File: src/rtl/mult_div_sequencer.sv
// Multi-cycle signed multiply/divide sequencer: radix-2 Booth multiply and restoring divide,
// with the 64-bit result presented as HI/LO words and strobes on completion.
module mult_div_sequencer #(
    parameter int WIDTH = 32
) (
    input  logic             clk,
    input  logic             reset,
    input  logic             start,
    input  logic             op,
    input  logic [WIDTH-1:0] src_a,
    input  logic [WIDTH-1:0] src_b,
    output logic             busy,
    output logic             done,
    output logic             hi_load,
    output logic             lo_load,
    output logic [WIDTH-1:0] hi_out,
    output logic [WIDTH-1:0] lo_out,
    output logic             div_zero
);

    typedef enum logic [2:0] {
        S_IDLE = 3'd0,
        S_MULT = 3'd1,
        S_DIV  = 3'd2,
        S_FIX  = 3'd3,
        S_DONE = 3'd4,
        S_DZ   = 3'd5
    } state_t;

    state_t             state_q, state_d;
    logic [5:0]         cnt_q, cnt_d;
    logic [WIDTH:0]     acc_q, acc_d;
    logic [WIDTH-1:0]   mq_q, mq_d;
    logic               qm1_q, qm1_d;
    logic [WIDTH-1:0]   mcand_q, mcand_d;
    logic               negq_q, negq_d;
    logic               negr_q, negr_d;
    logic               busy_q, busy_d;
    logic               done_q, done_d;
    logic               dz_q, dz_d;
    logic [WIDTH-1:0]   hi_q, hi_d;
    logic [WIDTH-1:0]   lo_q, lo_d;

    logic [WIDTH:0]     mcand_ext_s;
    logic [WIDTH:0]     sum_s;
    logic [WIDTH:0]     shifted_s;
    logic [WIDTH:0]     trial_s;

    function automatic logic [WIDTH-1:0] magnitude(input logic [WIDTH-1:0] v);
        logic [WIDTH-1:0] m;
        if (v[WIDTH-1]) begin
            m = -v;
        end else begin
            m = v;
        end
        return m;
    endfunction

    // Next-state, datapath step and output-register next values
    always_comb begin
        state_d     = state_q;
        cnt_d       = cnt_q;
        acc_d       = acc_q;
        mq_d        = mq_q;
        qm1_d       = qm1_q;
        mcand_d     = mcand_q;
        negq_d      = negq_q;
        negr_d      = negr_q;
        mcand_ext_s = {mcand_q[WIDTH-1], mcand_q};
        sum_s       = acc_q;
        shifted_s   = {acc_q[WIDTH-1:0], mq_q[WIDTH-1]};
        trial_s     = shifted_s - {1'b0, mcand_q};

        case (state_q)
            S_IDLE: begin
                if (start) begin
                    cnt_d = 6'd0;
                    qm1_d = 1'b0;
                    acc_d = '0;
                    if (!op) begin
                        state_d = S_MULT;
                        mq_d    = src_b;
                        mcand_d = src_a;
                        negq_d  = 1'b0;
                        negr_d  = 1'b0;
                    end else if (src_b != '0) begin
                        state_d = S_DIV;
                        mq_d    = magnitude(src_a);
                        mcand_d = magnitude(src_b);
                        negq_d  = src_a[WIDTH-1] ^ src_b[WIDTH-1];
                        negr_d  = src_a[WIDTH-1];
                    end else begin
                        state_d = S_DZ;
                    end
                end else begin
                    state_d = S_IDLE;
                end
            end
            S_MULT: begin
                // Accumulator carries one guard bit so -2^31 multiplicands cannot overflow
                case ({mq_q[0], qm1_q})
                    2'b01:   sum_s = acc_q + mcand_ext_s;
                    2'b10:   sum_s = acc_q - mcand_ext_s;
                    default: sum_s = acc_q;
                endcase
                acc_d = {sum_s[WIDTH], sum_s[WIDTH:1]};
                mq_d  = {sum_s[0], mq_q[WIDTH-1:1]};
                qm1_d = mq_q[0];
                cnt_d = cnt_q + 6'd1;
                if (cnt_q == 6'd31) begin
                    state_d = S_DONE;
                end else begin
                    state_d = S_MULT;
                end
            end
            S_DIV: begin
                if (trial_s[WIDTH]) begin
                    acc_d = shifted_s;
                    mq_d  = {mq_q[WIDTH-2:0], 1'b0};
                end else begin
                    acc_d = trial_s;
                    mq_d  = {mq_q[WIDTH-2:0], 1'b1};
                end
                cnt_d = cnt_q + 6'd1;
                if (cnt_q == 6'd31) begin
                    state_d = S_FIX;
                end else begin
                    state_d = S_DIV;
                end
            end
            S_FIX: begin
                if (negq_q) begin
                    mq_d = -mq_q;
                end else begin
                    mq_d = mq_q;
                end
                if (negr_q) begin
                    acc_d = {1'b0, -acc_q[WIDTH-1:0]};
                end else begin
                    acc_d = acc_q;
                end
                state_d = S_DONE;
            end
            S_DONE:  state_d = S_IDLE;
            S_DZ:    state_d = S_IDLE;
            default: state_d = S_IDLE;
        endcase

        busy_d = (state_d != S_IDLE);
        done_d = (state_d == S_DONE);
        dz_d   = (state_d == S_DZ);
        // Result words are latched on entry to DONE so they are valid in the DONE cycle itself
        if (state_d == S_DONE) begin
            hi_d = acc_d[WIDTH-1:0];
            lo_d = mq_d;
        end else begin
            hi_d = hi_q;
            lo_d = lo_q;
        end
    end

    // State, datapath and output registers
    always_ff @(posedge clk or negedge reset) begin
        if (!reset) begin
            state_q <= S_IDLE;
            cnt_q   <= 6'd0;
            acc_q   <= '0;
            mq_q    <= '0;
            qm1_q   <= 1'b0;
            mcand_q <= '0;
            negq_q  <= 1'b0;
            negr_q  <= 1'b0;
            busy_q  <= 1'b0;
            done_q  <= 1'b0;
            dz_q    <= 1'b0;
            hi_q    <= '0;
            lo_q    <= '0;
        end else begin
            state_q <= state_d;
            cnt_q   <= cnt_d;
            acc_q   <= acc_d;
            mq_q    <= mq_d;
            qm1_q   <= qm1_d;
            mcand_q <= mcand_d;
            negq_q  <= negq_d;
            negr_q  <= negr_d;
            busy_q  <= busy_d;
            done_q  <= done_d;
            dz_q    <= dz_d;
            hi_q    <= hi_d;
            lo_q    <= lo_d;
        end
    end

    assign busy     = busy_q;
    assign done     = done_q;
    assign hi_load  = done_q;
    assign lo_load  = done_q;
    assign div_zero = dz_q;
    assign hi_out   = hi_q;
    assign lo_out   = lo_q;

endmodule

File: config.mk
export PLATFORM = sky130hd
export DESIGN_NAME = mult_div_sequencer
export DESIGN_NICKNAME = d
export VERILOG_FILES = /design/src/rtl/mult_div_sequencer.sv
export SDC_FILE = /design/constraint.sdc
export NUM_CORES = 1
export LEC_CHECK = 0
export CORE_ASPECT_RATIO = 0.7
export CORE_MARGIN = 4
export CORE_UTILIZATION = 35
export CTS_CLUSTER_DIAMETER = 150
export DETAILED_ROUTE_END_ITERATION = 8
export GPL_TIMING_DRIVEN = 1
export SETUP_SLACK_MARGIN = 0.2
export SYNTH_ARGS = -nofsm -noshare
export SYNTH_HDL_FRONTEND = slang
export SYNTH_SLANG_ARGS = --single-unit
File: constraint.sdc
create_clock -name clk -period 5 [get_ports clk]
set_clock_uncertainty 0.1 [all_clocks]
set_input_delay 1 -clock clk [delete_from_list [all_inputs] [get_ports clk]]
set_output_delay 1 -clock clk [all_outputs]
set_load 0.05 [all_outputs]
==> flow_summary.ini <==
[detailed_routing]
ant_nets = 0
drt-pass1-iter-count = 6
wl_per_cell_um = 22.6
dr_total_vias = 16200
drc_errors = 0
viasPerCell = 6.06
drtIter0Drc = 2370
wl_um = 60300

[sta]
setup_viol = 0
finalSetupTns_ns = 0
tightest_slew_ns = 1.11
fmax_mhz = 219
layout_min_cycle_time_ns = 4.58
fin_crit_sh_pct = 91.5
rsz0062_at_grt = true
slew_violations = 0
relSlewSlack_pct = 25.9
finalHoldViolations = 0

[floorplan]
std_cell_rows = 64
start_util_pct = 35.5
core_um2 = 43800
die_area_um2 = 47900
fp.dieW_um = 260
die_h_um = 184
ios = 137

[setup_path]
worst_path_most_repeated_cell = buf_4
path_class = reg -> reg
path_delay_family = simple AND/OR/NAND/NOR gates
cpMaxStageDelayCell = dfrtp_1
worstPathRequired_ns = 5.21
critPathBufInv = 2
worstPathArrival_ns = 4.79
cp-start-kind = flop
cp_cell_sequence = nor4_2 -> buf_4 -> nand2_1 -> nor4_4 -> buf_4 -> and3_2 -> a31oi_1 -> xnor2_1 -> ha_2 -> and3_1 -> and2_1 -> o211ai_1 -> or2_2 -> o2111a_1 -> xnor2_2 -> mux2i_2 -> a32oi_1
cpPeakStageDelay_ns = 0.46
crit_path_max_fanout = 5
end_kind = flop

[grt]
grt_usage_pct = 24.8
antenna_found_initial = 2
overflow = 0
grt_pass1_vias = 15300
grt_max_degree = 101
grt_pass1_wl_um = 92400

[synth]
synth-edff-count = 0
yosysSeqAreaShare_pct = 28.3
yosys.area.top_type_share_pct = 28.3
ys_ff_latch = 176
synth_flop_cell = dfrtp_1
synth_area_um2 = 15500
ys_top_cells_by_area = dfrtp_1 (28%), o21ai_0 (6.4%), ha_1 (5.8%)
netlist_instances = 1935
synth_top_cell_by_area = dfrtp_1
synth.distinct_cells = 83
async_flop_share_pct = 100
yosys_warnings = 0
syn_area_per_cell_um2 = 8.03
synth_fp_nets = 2077

[placed_design]
place_inst = 2636
place_area_um2 = 17900
port-buffer-count = 136
dp_hpwl_um = 46100
place.gp.congestion = 0.971

[clock_network]
numCtsBuffers = 17
max-clock-path-buffers = 2
cts-root-buf = clkbuf_16
cts_tree = built
path_clk_slew_ns = 0.07
cts-htree-levels = 4
clk_latency_ns = 0.46
holdBufCountCts = 0
numClockSinks = 176

[outcome]
outcome = finished, final reports clean

[final_layout]
fillers = 4371
syn2layout_area_growth_pct = 20.0
final_common_cell = nand2_1
final_cell_mix = nand2_1 (197), o21ai_0 (195), dfrtp_1 (176), a21oi_1 (151), clkdlybuf4s50_1 (134)
fin_area_um2 = 18700
register_area_um2 = 4400
fin_nets = 2206
drive_gt1_share_pct = 10.5
fin_cells = 2672
multiInputGateArea_um2 = 10600

[power_and_ir_drop]
p_leak_nw = 7.67
power_mw = 15.4
power_density_nw_per_um2 = 825
peakVddDrop_uv = 396

[hold_path]
worstHoldPathType = reg -> reg

[job]
cap_viol_max_count = 0
==> sequential cells by signal, indices dropped and copies added, names as in the netlist, 3 cells and up <==
name / cells
hi_out: 32
mq_q: 32
mcand_q: 32
cnt_q: 6
lo_out: 32
state_q: 3
acc_q: 33
==> synthesized netlist by cell type, types with 30 or more instances <==
cell type,count
a21o_1,32
a21oi_1,156
a31oi_1,41
clkbuf_1,96
dfrtp_1,176
ha_1,72
inv_1,73
mux2_2,40
nand2_1,197
nand3_1,30
nor2_1,128
nor3_1,39
o21ai_0,198
o31ai_1,43
xnor2_1,85
xor2_1,65
==> per-stage QoR <==
step | setup slack, ns | hold WS, ns | util [%]
2_1_floorplan | 0.522 | 0.354 | -
3_3_place_gp | -0.318 | 0.374 | 41.0
3_5_place_dp | -0.276 | 0.383 | 41.0
4_1_cts | 0.186 | 0.393 | 42.4
5_1_grt | 0.145 | 0.409 | 42.6
6_report | 0.424 | 0.397 | 42.6
==> worst paths after layout <==
kind                       depth (start not counted)  slack (ns)   endpoint        from
max in group asynchronous                          2        3.27       done       reset
max                                               17        0.42  acc_q[31]  mcand_q[7]
min                                                1        0.40   cnt_q[5]    cnt_q[5]
max reg2reg                                       17        0.42  acc_q[31]  mcand_q[7]
min in group asynchronous                          1        0.57  lo_out[5]       reset
min reg2reg                                        1        0.40   cnt_q[5]    cnt_q[5]
==> layer usage <==
layer,vias up,share of wire [%],GRT usage [%]
li1,7526,-,-
met1,7849,47,36.6
met2,753,41,35.4
met3,65,10,7.90
met4,2,1.5,5.09
met5,-,0.022,0
==> power breakdown <==
group	switching (mW)	internal, mW	total, mW
clock network	0.677	0.760	1.44
logic	6.81	4.25	11.1
registers	0.830	2.07	2.90
total	8.32	7.08	15.4
==> layout make-up <==
class	count	share of cell area, %
antenna	1	0.0134
clock buffer	18	2.35
clock inverter	14	0.825
inverter	75	1.52
multi-input combinational	1570	56.5
sequential	176	23.6
tap	594	3.98
timing repair buffer	224	11.2
==> worst register-to-register path: cells and delay by family, from the launching register on <==
kind,cells,cell delay (ns)
XOR/XNOR,2,0.37
AO/OA/AOI/OAI,4,0.69
multiplexers,1,0.30
buffers and inverters,2,0.39
adder cells (fa/ha/maj),1,0.40
flip-flops,1,0.46
AND/OR/NAND/NOR,7,1.74
==> cell families after synthesis <==
group           Yosys count  synth area share (%)
simple gates            578                  18.3
mux                      60                  4.18
buf+inv                 189                  4.64
fa+ha+maj                74                  6.05
compound gates          708                  30.0
flops                   176                  28.3
xor+xnor                150                  8.45
==> repair_timing <==
action                                  CTS  global route
setup buffers                             1             2
resized for setup                         7            19
endpoints found under the setup margin   14            42
pin swaps                                 1             4
Power figures use the tool's default switching activity.
